## src/rtl/mb_entrada_teclado_pkg.sv

```systemverilog
// Shared constants for the Multibanco keypad entry path: key codes, field encodings, default maxima, FSM states.
package mb_pkg;

    localparam logic [3:0] KEY_CLR = 4'hA;
    localparam logic [3:0] KEY_OK  = 4'hB;

    localparam logic [1:0] F_PIN = 2'd0;
    localparam logic [1:0] F_VAL = 2'd1;
    localparam logic [1:0] F_COD = 2'd2;

    localparam int PIN_MAX_DEF = 31;
    localparam int VAL_MAX_DEF = 31;
    localparam int COD_MAX_DEF = 63;

    typedef enum logic [1:0] {
        S_PIN = F_PIN,
        S_VAL = F_VAL,
        S_COD = F_COD
    } state_t;

    function automatic logic is_digit(input logic [3:0] k);
        return k <= 4'd9;
    endfunction

endpackage

```

## src/rtl/mb_entrada_teclado_if.sv

```systemverilog
// Keypad-to-datapath bundle: key strobe in, committed transaction and display state out.
interface mb_entrada_teclado_if;

    logic       KEY_VALID;
    logic [3:0] KEY;
    logic [4:0] PIN;
    logic [4:0] VAL;
    logic [5:0] COD;
    logic       EN;
    logic       ERR;
    logic [1:0] FIELD;
    logic [6:0] ACC;

    modport master (
        output KEY_VALID, KEY,
        input  PIN, VAL, COD, EN, ERR, FIELD, ACC
    );

    modport slave (
        input  KEY_VALID, KEY,
        output PIN, VAL, COD, EN, ERR, FIELD, ACC
    );

endinterface

```

## src/rtl/mb_entrada_teclado_acum.sv

```systemverilog
// Two-digit decimal accumulator: acc = acc*10 + digit, saturating at two digits.
// One-cycle latency; loads beyond the second digit are dropped silently.
module mb_acum_dec (
    input  logic       clk,
    input  logic       rst,
    input  logic       load,
    input  logic       clr,
    input  logic [3:0] digit,
    output logic [6:0] acc,
    output logic [1:0] cnt
);

    logic [6:0] acc_q;
    logic [1:0] cnt_q;

    always_ff @(posedge clk) begin
        if (rst || clr) begin
            acc_q <= 7'd0;
            cnt_q <= 2'd0;
        end else if (load && cnt_q != 2'd2) begin
            // at most 9*10+9 = 99, fits in 7 bits
            acc_q <= acc_q * 7'd10 + {3'b000, digit};
            cnt_q <= cnt_q + 2'd1;
        end
    end

    assign acc = acc_q;
    assign cnt = cnt_q;

endmodule

```

## src/rtl/mb_entrada_teclado.sv

```systemverilog
// Keypad entry sequencer: PIN -> VAL -> COD, range-checked, committed with a one-cycle EN strobe.
// Every key takes effect one cycle after its KEY_VALID edge; keys may arrive every cycle.
module mb_entrada_teclado
    import mb_pkg::*;
#(
    parameter int PIN_MAX = PIN_MAX_DEF,
    parameter int VAL_MAX = VAL_MAX_DEF,
    parameter int COD_MAX = COD_MAX_DEF
) (
    input  logic              CLK,
    input  logic              RST,
    mb_entrada_teclado_if.slave bus
);

    state_t     state_q, state_d;
    logic [6:0] acc;
    logic [1:0] cnt;
    logic       acc_load, acc_clr;
    logic [6:0] field_max;
    logic [4:0] sh_pin_q, sh_pin_d, sh_val_q, sh_val_d;
    logic [4:0] pin_q, val_q;
    logic [5:0] cod_q;
    logic       en_q, en_d, err_q, err_d, commit;

    localparam logic [6:0] PIN_MAX_7 = 7'(PIN_MAX);
    localparam logic [6:0] VAL_MAX_7 = 7'(VAL_MAX);
    localparam logic [6:0] COD_MAX_7 = 7'(COD_MAX);

    mb_acum_dec u_acum (
        .clk   (CLK),
        .rst   (RST),
        .load  (acc_load),
        .clr   (acc_clr),
        .digit (bus.KEY),
        .acc   (acc),
        .cnt   (cnt)
    );

    always_comb begin
        case (state_q)
            S_VAL:   field_max = VAL_MAX_7;
            S_COD:   field_max = COD_MAX_7;
            default: field_max = PIN_MAX_7;
        endcase
    end

    always_comb begin
        state_d  = state_q;
        acc_load = 1'b0;
        acc_clr  = 1'b0;
        err_d    = 1'b0;
        en_d     = 1'b0;
        commit   = 1'b0;
        sh_pin_d = sh_pin_q;
        sh_val_d = sh_val_q;
        if (bus.KEY_VALID) begin
            if (is_digit(bus.KEY)) begin
                acc_load = (cnt != 2'd2);
            end else if (bus.KEY == KEY_CLR) begin
                if (cnt != 2'd0) begin
                    acc_clr = 1'b1;
                end else begin
                    case (state_q)
                        S_COD:   state_d = S_VAL;
                        S_VAL:   state_d = S_PIN;
                        default: state_d = S_PIN;
                    endcase
                end
            end else if (bus.KEY == KEY_OK) begin
                if (cnt == 2'd0) begin
                    err_d = 1'b1;
                end else if (acc > field_max) begin
                    err_d   = 1'b1;
                    acc_clr = 1'b1;
                end else begin
                    acc_clr = 1'b1;
                    case (state_q)
                        S_PIN: begin
                            sh_pin_d = acc[4:0];
                            state_d  = S_VAL;
                        end
                        S_VAL: begin
                            sh_val_d = acc[4:0];
                            state_d  = S_COD;
                        end
                        default: begin
                            commit   = 1'b1;
                            en_d     = 1'b1;
                            sh_pin_d = 5'd0;
                            sh_val_d = 5'd0;
                            state_d  = S_PIN;
                        end
                    endcase
                end
            end
        end
    end

    always_ff @(posedge CLK) begin
        if (RST) begin
            state_q  <= S_PIN;
            sh_pin_q <= 5'd0;
            sh_val_q <= 5'd0;
            pin_q    <= 5'd0;
            val_q    <= 5'd0;
            cod_q    <= 6'd0;
            en_q     <= 1'b0;
            err_q    <= 1'b0;
        end else begin
            state_q  <= state_d;
            sh_pin_q <= sh_pin_d;
            sh_val_q <= sh_val_d;
            en_q     <= en_d;
            err_q    <= err_d;
            // committed outputs move only together, on a valid COD OK
            if (commit) begin
                pin_q <= sh_pin_q;
                val_q <= sh_val_q;
                cod_q <= acc[5:0];
            end
        end
    end

    assign bus.PIN   = pin_q;
    assign bus.VAL   = val_q;
    assign bus.COD   = cod_q;
    assign bus.EN    = en_q;
    assign bus.ERR   = err_q;
    assign bus.FIELD = state_q;
    assign bus.ACC   = acc;

endmodule

```

## src/flat_wrapper.sv

```systemverilog
// flat-port wrapper written by rule: the top's interface ports become plain ports
module mb_entrada_teclado_flat import mb_pkg::*;
#(
    parameter int PIN_MAX = PIN_MAX_DEF,
    parameter int VAL_MAX = VAL_MAX_DEF,
    parameter int COD_MAX = COD_MAX_DEF
)
  (CLK, RST, bus_KEY_VALID, bus_KEY, bus_PIN, bus_VAL, bus_COD, bus_EN, bus_ERR, bus_FIELD, bus_ACC);
  mb_entrada_teclado_if bus_i ();
  input  logic CLK;
  input  logic RST;
  input wire logic [$bits(bus_i.KEY_VALID)-1:0] bus_KEY_VALID;
  input wire logic [$bits(bus_i.KEY)-1:0] bus_KEY;
  output wire logic [$bits(bus_i.PIN)-1:0] bus_PIN;
  output wire logic [$bits(bus_i.VAL)-1:0] bus_VAL;
  output wire logic [$bits(bus_i.COD)-1:0] bus_COD;
  output wire logic [$bits(bus_i.EN)-1:0] bus_EN;
  output wire logic [$bits(bus_i.ERR)-1:0] bus_ERR;
  output wire logic [$bits(bus_i.FIELD)-1:0] bus_FIELD;
  output wire logic [$bits(bus_i.ACC)-1:0] bus_ACC;
  assign bus_i.KEY_VALID = bus_KEY_VALID;
  assign bus_i.KEY = bus_KEY;
  assign bus_PIN = bus_i.PIN;
  assign bus_VAL = bus_i.VAL;
  assign bus_COD = bus_i.COD;
  assign bus_EN = bus_i.EN;
  assign bus_ERR = bus_i.ERR;
  assign bus_FIELD = bus_i.FIELD;
  assign bus_ACC = bus_i.ACC;
  mb_entrada_teclado #(.PIN_MAX(PIN_MAX), .VAL_MAX(VAL_MAX), .COD_MAX(COD_MAX)) u_core (.CLK(CLK), .RST(RST), .bus(bus_i));
endmodule
```

## config.mk

```make
export PLATFORM = sky130hd
export DESIGN_NAME = mb_entrada_teclado_flat
export DESIGN_NICKNAME = d
export VERILOG_FILES = /design/src/rtl/mb_entrada_teclado_pkg.sv /design/src/rtl/mb_entrada_teclado_if.sv /design/src/rtl/mb_entrada_teclado_acum.sv /design/src/rtl/mb_entrada_teclado.sv /design/src/flat_wrapper.sv
export SDC_FILE = /design/constraint.sdc
export NUM_CORES = 1
export LEC_CHECK = 0
export CAP_MARGIN = 40
export CORE_UTILIZATION = 40
export CTS_CLUSTER_DIAMETER = 60
export DETAILED_ROUTE_END_ITERATION = 8
export HOLD_SLACK_MARGIN = 0.03
export SYNTH_ARGS = -nofsm -noshare
export SYNTH_HDL_FRONTEND = slang
export SYNTH_HIERARCHICAL = 1
export SYNTH_SLANG_ARGS = --single-unit
export TNS_END_PERCENT = 50
```

## constraint.sdc

```tcl
create_clock -name CLK -period 6.8 [get_ports CLK]
set_clock_uncertainty 0.15 [all_clocks]
set_input_delay 1.02 -clock CLK [delete_from_list [all_inputs] [get_ports CLK]]
set_output_delay 1.02 -clock CLK [all_outputs]
set_load 0.01 [all_outputs]
```

==> results of run 1 <==
==> critical path, delay by kind of cell <==
family,cells,cell delay [ns]
AND/OR/NAND/NOR,2,0.80
buffers and inverters,1,0.56
AO/OA/AOI/OAI,2,0.53
==> state kept, by name, indices dropped and copies added (netlist names) <==
| signal | count |
|---|---|
| u_core/bus.PIN | 5 |
| u_core/bus.ERR | 1 |
| u_core/sh_val_q | 5 |
| u_core/bus.FIELD | 2 |
| u_core/sh_pin_q | 5 |
| u_core/bus.VAL | 5 |
| u_core/u_acum/cnt | 2 |
| u_core/u_acum/acc | 7 |
| u_core/bus.EN | 1 |
| u_core/bus.COD | 6 |
==> kinds of logic (layout without fill, tap and decap cells) <==
| logic type | after synthesis | after routing | synth area share |
|---|---|---|---|
| and+or+nand+nor | 65 | 65 | 0.2073 |
| muxes | 3 | 3 | 0.01545 |
| adders and majority gates | 12 | 12 | 0.08500 |
| buffers and inverters | 29 | 59 | 0.05988 |
| DFF | 39 | 39 | 0.4018 |
| AOI/OAI and AO/OA | 59 | 59 | 0.1945 |
| xor gates and xnor gates | 8 | 8 | 0.03606 |
==> routing by layer <==
| layer | up-vias | wire length (µm) | global-route usage |
|---|---|---|---|
| met5 | - | 0 | 0 |
| met4 | 0 | 37 | 0.06318 |
| met3 | 4 | 218 | 0.04641 |
| met2 | 52 | 2003 | 0.2872 |
| met1 | 762 | 1993 | 0.2354 |
| li1 | 823 | - | - |
==> Yosys cell counts (all sizes together) <==
master | instances | area, µm²
buf | 3 | 17.52
a31oi | 1 | 6.260
nand4bb | 1 | 11.26
nor3 | 2 | 10.01
nor2 | 15 | 56.30
nor4b | 1 | 15.01
xnor2 | 6 | 52.55
or2b | 2 | 15.01
xor2 | 2 | 17.52
ha | 10 | 125.1
or2 | 1 | 6.260
and3 | 1 | 6.260
nand4 | 2 | 18.77
mux2i | 3 | 30.03
nor2b | 2 | 12.51
or3 | 1 | 6.260
and2b | 1 | 7.510
nand4b | 3 | 41.29
o22a | 1 | 17.52
dfxtp | 39 | 780.8
nor4 | 1 | 12.51
a21oi | 20 | 100.1
nand2b | 8 | 50.05
nand2 | 2 | 7.510
a211oi | 3 | 27.52
o21ai | 20 | 100.1
o32ai | 10 | 87.58
o22ai | 1 | 12.51
or4 | 1 | 11.26
a21boi | 1 | 7.510
and4b | 2 | 20.02
nand3 | 19 | 95.09
a22o | 2 | 18.77
fa | 2 | 40.04
inv | 17 | 63.81
clkbuf | 9 | 35.03
==> area by class of cell <==
class                           instances  area [µm²]  share of cell area
Multi-Input combinational cell        147        1046              0.4370
Sequential cell                        39       780.7              0.3262
Timing Repair Buffer                   34       337.8              0.1411
Clock buffer                            8       100.1             0.04182
Tap cell                               52       65.06             0.02718
Inverter                               17       63.81             0.02666
==> power groups by stage <==
| stage | logic (mW) | registers (mW) | clock network (mW) |
|---|---|---|---|
| 6_report | 0.0906 | 0.247 | 0.171 |
| 3_3_place_gp | 0.0907 | 0.253 | 0 |
| 3_5_place_dp | 0.0908 | 0.253 | 0 |
| 2_1_floorplan | 0.0647 | 0.251 | 0 |
| 5_1_grt | 0.101 | 0.249 | 0.187 |
| 4_1_cts | 0.0913 | 0.248 | 0.175 |
==> path summary, 6_finish.rpt <==
kind                                                  startpoint  slack, ns  cells after the start                                to
worst min register to register    u_core/bus.VAL[1]$_SDFFE_PP0P_       0.32                      2    u_core/bus.VAL[1]$_SDFFE_PP0P_
worst min-delay path              u_core/bus.VAL[1]$_SDFFE_PP0P_       0.32                      2    u_core/bus.VAL[1]$_SDFFE_PP0P_
worst max-delay path                                  bus_KEY[3]       3.89                      5    u_core/bus.COD[0]$_SDFFE_PP0P_
worst max register to register  u_core/bus.FIELD[1]$_SDFFE_PP0P_       4.36                      6  u_core/bus.FIELD[0]$_SDFFE_PP0P_
==> metrics by stage <==
stage | setup slack (ns) | utilization | cell area, µm² | hold slack (ns) | power (mW)
2_1_floorplan | 4.391 | - | 1943 | 0.2979 | 0.3154
4_1_cts | 3.812 | 0.5314 | 2394 | 0.3244 | 0.5142
3_3_place_gp | 3.623 | 0.5092 | 2293 | 0.3063 | 0.3434
5_1_grt | 3.550 | 0.5314 | 2394 | 0.3483 | 0.5365
3_5_place_dp | 3.568 | 0.5092 | 2293 | 0.3126 | 0.3436
6_report | 3.891 | 0.5314 | 2394 | 0.3215 | 0.5083
==> reports/metrics.csv, run 1 <==
metric,value,unit
status,completed,
Syn Area/Cell,9.038,µm²
DR DRC count,0,
TNS Setup,0,ns
critical path launch point type,input pin,
std cell rows,24,
hpwl dp,2.820,mm
drt initial violations,167,
fin crit share,0.4277,
Mapped Nets,234,
most frequent cells in the layout,"39 x dfxtp_1, 33 x clkdlybuf4s50_1, 20 x a21oi_1, 19 x o21ai_0, 19 x nand3_1",
port buffer count,33,
antenna violations before repair,0,
WL final,4.252,mm
Worst path slowest cell,clkdlybuf4s50_1,
post-route insts no fill,297,
Clock Power Share,0.336,
Routed WL per cell,14.32,µm
total gr overflow,0,
Vias,1641,
Worst path max stage delay,0.56,ns
worst relative slew slack,0.4671,
vias in the first global route,1485,
synth-to-layout area growth,23.18,%
Final Setup Violations,0,
Max Clk Rate,0.3438,GHz
post_cts resized,0,
Antenna Diode Count,0,
vias per cell,5.525,
Switching Power,140.2,µW
"Seq/Total Area, Yosys",0.4018,
Die Area,0.005140,mm²
gpl congestion,0.7262,
overall routing resource usage,0.1798,
worst skew pair latency,0.29,ns
Power Internal,368.1,µW
"Distinct cells, synth",43,
clock buffer depth,2,
Worst-Margin Slew,0.7993,ns
setup repair bufs after CTS,0,
Post-Syn Instances,215,
DIE WIDTH,71.70,µm
unrepaired setup endpoints after global routing,no,
# clock sinks,39,
Die H,71.70,µm
critical path cell sequence,clkdlybuf4s50_1 > and4b_1 > nand4b_1 > o21ai_0 > a21oi_1,
Final nets,263,
global-route wire length before repair,7.127,mm
CP Capture Type,flop,
Reg power frac,0.486,
worst hold path type,reg -> reg,
Yosys warnings,6,
Max Transition Viols Final,0,
worst setup path category,in -> reg,
Final ANT Viol Nets,0,
Max IR drop VDD,72.72,µV
"most common cell after layout, fill and taps aside",dfxtp_1,
largest net degree at the start of global routing,38,
layout cells sized above 1,0.07347,
Root Buffer,clkbuf_8,
Comb pwr share,0.178,
Yosys reg bits,39,
initial core utilization,0.4314,
core area,0.004504,mm²
LEAKAGE,0.8328,nW
Final Critical Period,2.909,ns
fillers,432,
pwr dens,212.3,mW/mm²
final hold vios,0,
# IOs,34,
Switching Share,0.2758,
worst-path fanout max,17,
critical path required time,6.81,ns
clock slew at reported path FFs,0.07,ns
"Arr. time, crit path",2.92,ns
H-tree depth,2,
number of max-cap violations,0,
CTS Buf Count,5,
hold-fix buffer count after cts,0,
placed cells,289,
first-pass iteration count of the detailed router,4,
CTS tree,yes,
Synth Cell Area,0.001943,mm²
Note: power is estimated with default switching activity, not from simulation.
==> inputs of run 2 (changes only) <==
clock period = 2.7 ns   (was 6.8 ns; I/O delays follow)
==> run 2 against run 1 <==
  * Via count rose by 1.2%
  * Die area did not move
  * Critical path depth increased by 1
  * Clock power up 130%
  * Non-clock buffer count up 9
  * First-iteration DRC count is 49% lower
  * Critical path type is now reg -> reg
  * Largest cell class unchanged
==> reports/metrics.csv, run 2 (synthesized netlist as in run 1, its figures left out) <==
metric,value,unit,change
status,completed,,
placed cells,298,,+3.1%
fin crit share,0.8545,,
critical path cell sequence,nand2b_1 > ha_1 > nand4b_4 > o22a_4 > or4_4 > o32ai_1,,
critical path launch point type,flop,,
WL final,4.275,mm,+0.54%
unrepaired setup endpoints after global routing,no,,
"Arr. time, crit path",2.36,ns,-0.56 ns
Worst-Margin Slew,0.5192,ns,-0.2801 ns
# clock sinks,39,,unchanged
register area,780.7,µm²,unchanged
Root Buffer,clkbuf_8,,
synth-to-layout area growth,25.89,%,
Die Area,0.005140,mm²,unchanged
area of the multi-input gates,0.001046,mm²,unchanged
Final nets,272,,+3.4%
clock buffer depth,2,,unchanged
total gr overflow,0,,unchanged
vias in the first global route,1566,,+5.5%
Final Total Pwr,1.258,mW,+150%
number of max-cap violations,0,,unchanged
Antenna Diode Count,0,,unchanged
vias per cell,5.425,,-1.8%
critical path required time,2.75,ns,-4.06 ns
LEAKAGE,0.8680,nW,+4.2%
worst hold path type,reg -> reg,,
Final ANT Viol Nets,0,,unchanged
hold-fix buffer count after cts,0,,unchanged
most frequent cells in the layout,"39 x dfxtp_1, 33 x clkdlybuf4s50_1, 20 x a21oi_1, 19 x o21ai_0, 19 x nand3_1",,
core area,0.004504,mm²,unchanged
post-route insts no fill,306,,+3.0%
clock slew at reported path FFs,0.08,ns,about the same
Worst path slowest cell,or4_4,,
layout cells sized above 1,0.1063,,+0.03283
Post-DP Area,0.002361,mm²,+2.9%
TNS Setup,0,ns,unchanged
Worst path max stage delay,0.58,ns,+0.02 ns
max reg flops,7,,unchanged
post_cts resized,0,,unchanged
Clock Power Share,0.309,,-0.027
global-route wire length before repair,7.417,mm,+4.1%
gpl congestion,0.8022,,+10%
setup repair bufs after CTS,0,,unchanged
antenna violations before repair,0,,unchanged
Max Clk Rate,0.4334,GHz,
Switching Power,370.1,µW,+160%
Vias,1660,,+1.2%
Switching Share,0.2943,,+0.01847
DIE WIDTH,71.70,µm,unchanged
CTS Buf Count,5,,unchanged
# IOs,34,,unchanged
H-tree depth,2,,unchanged
worst-path fanout max,23,,+6
largest net degree at the start of global routing,37,,-2.6%
first-pass iteration count of the detailed router,4,,unchanged
Final Setup Violations,0,,unchanged
"most common cell after layout, fill and taps aside",dfxtp_1,,
Final Critical Period,2.307,ns,
final hold vios,0,,unchanged
Reg power frac,0.484,,-0.002
fillers,444,,+2.8%
drt initial violations,85,,-49%
Comb pwr share,0.207,,+0.029
Finished Core Util,0.5431,,+0.01167
Max IR drop VDD,286.0,µV,+290%
Die H,71.70,µm,unchanged
pwr dens,514.2,mW/mm²,+140%
Post-Layout Inst Area,0.002446,mm²,+2.2%
overall routing resource usage,0.1842,,+0.004428
initial core utilization,0.4314,,unchanged
worst skew pair latency,0.29,ns,about the same
CP Capture Type,flop,,
Hold Path Stages,2,,unchanged
DR DRC count,0,,unchanged
CTS tree,yes,,
std cell rows,24,,unchanged
port buffer count,33,,unchanged
Max Transition Viols Final,0,,unchanged
Routed WL per cell,13.97,µm,-2.4%
worst setup path category,reg -> reg,,
Power Internal,887.6,µW,+140%
worst relative slew slack,0.6510,,+0.1839
reg2reg path depth,6,,unchanged
hpwl dp,2.937,mm,+4.1%
[run 2: cell count changes in the layout (fill, tap and decap cells not counted)]
cell / before / now
clkbuf_8: 7 / 5
clkinv_2: 0 / 1
buf_4: 1 / 10
clkinvlp_4: 0 / 1
[run 2: cell type report]
| type | instances | share of cell area |
|---|---|---|
| Multi-Input combinational cell | 147 | 0.4276 |
| Sequential cell | 39 | 0.3192 |
| Clock buffer | 6 | 0.02967 |
| Tap cell | 52 | 0.02660 |
| Inverter | 17 | 0.02609 |
| Timing Repair Buffer | 43 | 0.1657 |
| Clock inverter | 2 | 0.005115 |
[run 2: worst max-delay path, delay by kind of cell (launching register included)]
family	cells	cell delay [ns]
AO/OA/AOI/OAI	2	0.45
adder cells (fa/ha/maj)	1	0.34
flip-flops	1	0.45
AND/OR/NAND/NOR	3	0.82
[run 2: worst paths after layout]
check | start | endpoint | slack (ns)
worst max-delay path | u_core/bus.FIELD[1]$_SDFFE_PP0P_ | u_core/sh_val_q[0]$_SDFFE_PP0P_ | 0.39
worst max register to register | u_core/bus.FIELD[1]$_SDFFE_PP0P_ | u_core/sh_val_q[0]$_SDFFE_PP0P_ | 0.39
worst min register to register | u_core/sh_val_q[1]$_SDFFE_PP0P_ | u_core/bus.VAL[1]$_SDFFE_PP0P_ | 0.32
worst min-delay path | u_core/sh_val_q[1]$_SDFFE_PP0P_ | u_core/bus.VAL[1]$_SDFFE_PP0P_ | 0.32
[run 2: routing by layer]
metal  part of all wire  wire length (µm)  GRT usage  vias up
li1                   -                 -          -      848
met3              0.025               108    0.03376        7
met2               0.48              2047     0.2987       27
met4              0.013                55    0.06536        0
met5                  0                 0          0        -
met1               0.48              2063     0.2461      778
[run 2: power by group through the flow]
| stage | clock network [mW] | logic [mW] | registers [mW] |
|---|---|---|---|
| 5_1_grt | 0.429 | 0.290 | 0.613 |
| 4_1_cts | 0.402 | 0.261 | 0.609 |
| 3_5_place_dp | 0 | 0.260 | 0.623 |
| 6_report | 0.389 | 0.260 | 0.609 |
| 2_1_floorplan | 0 | 0.163 | 0.631 |
| 3_3_place_gp | 0 | 0.260 | 0.623 |
[run 2: stage by stage]
stage	hold slack, ns	setup slack (ns)
after floorplan	0.2979	0.4674
after CTS	0.3221	0.3811
after detailed placement	0.3095	0.2610
after global placement	0.3082	0.3023
final	0.3182	0.3928
after global routing	0.3403	0.2654
==> inputs of run 3 (changes only) <==
CORE_MARGIN = 1   (was default)
==> results of run 3 <==
Same layout as run 2: the final DEF is identical, and so are final timing and power.
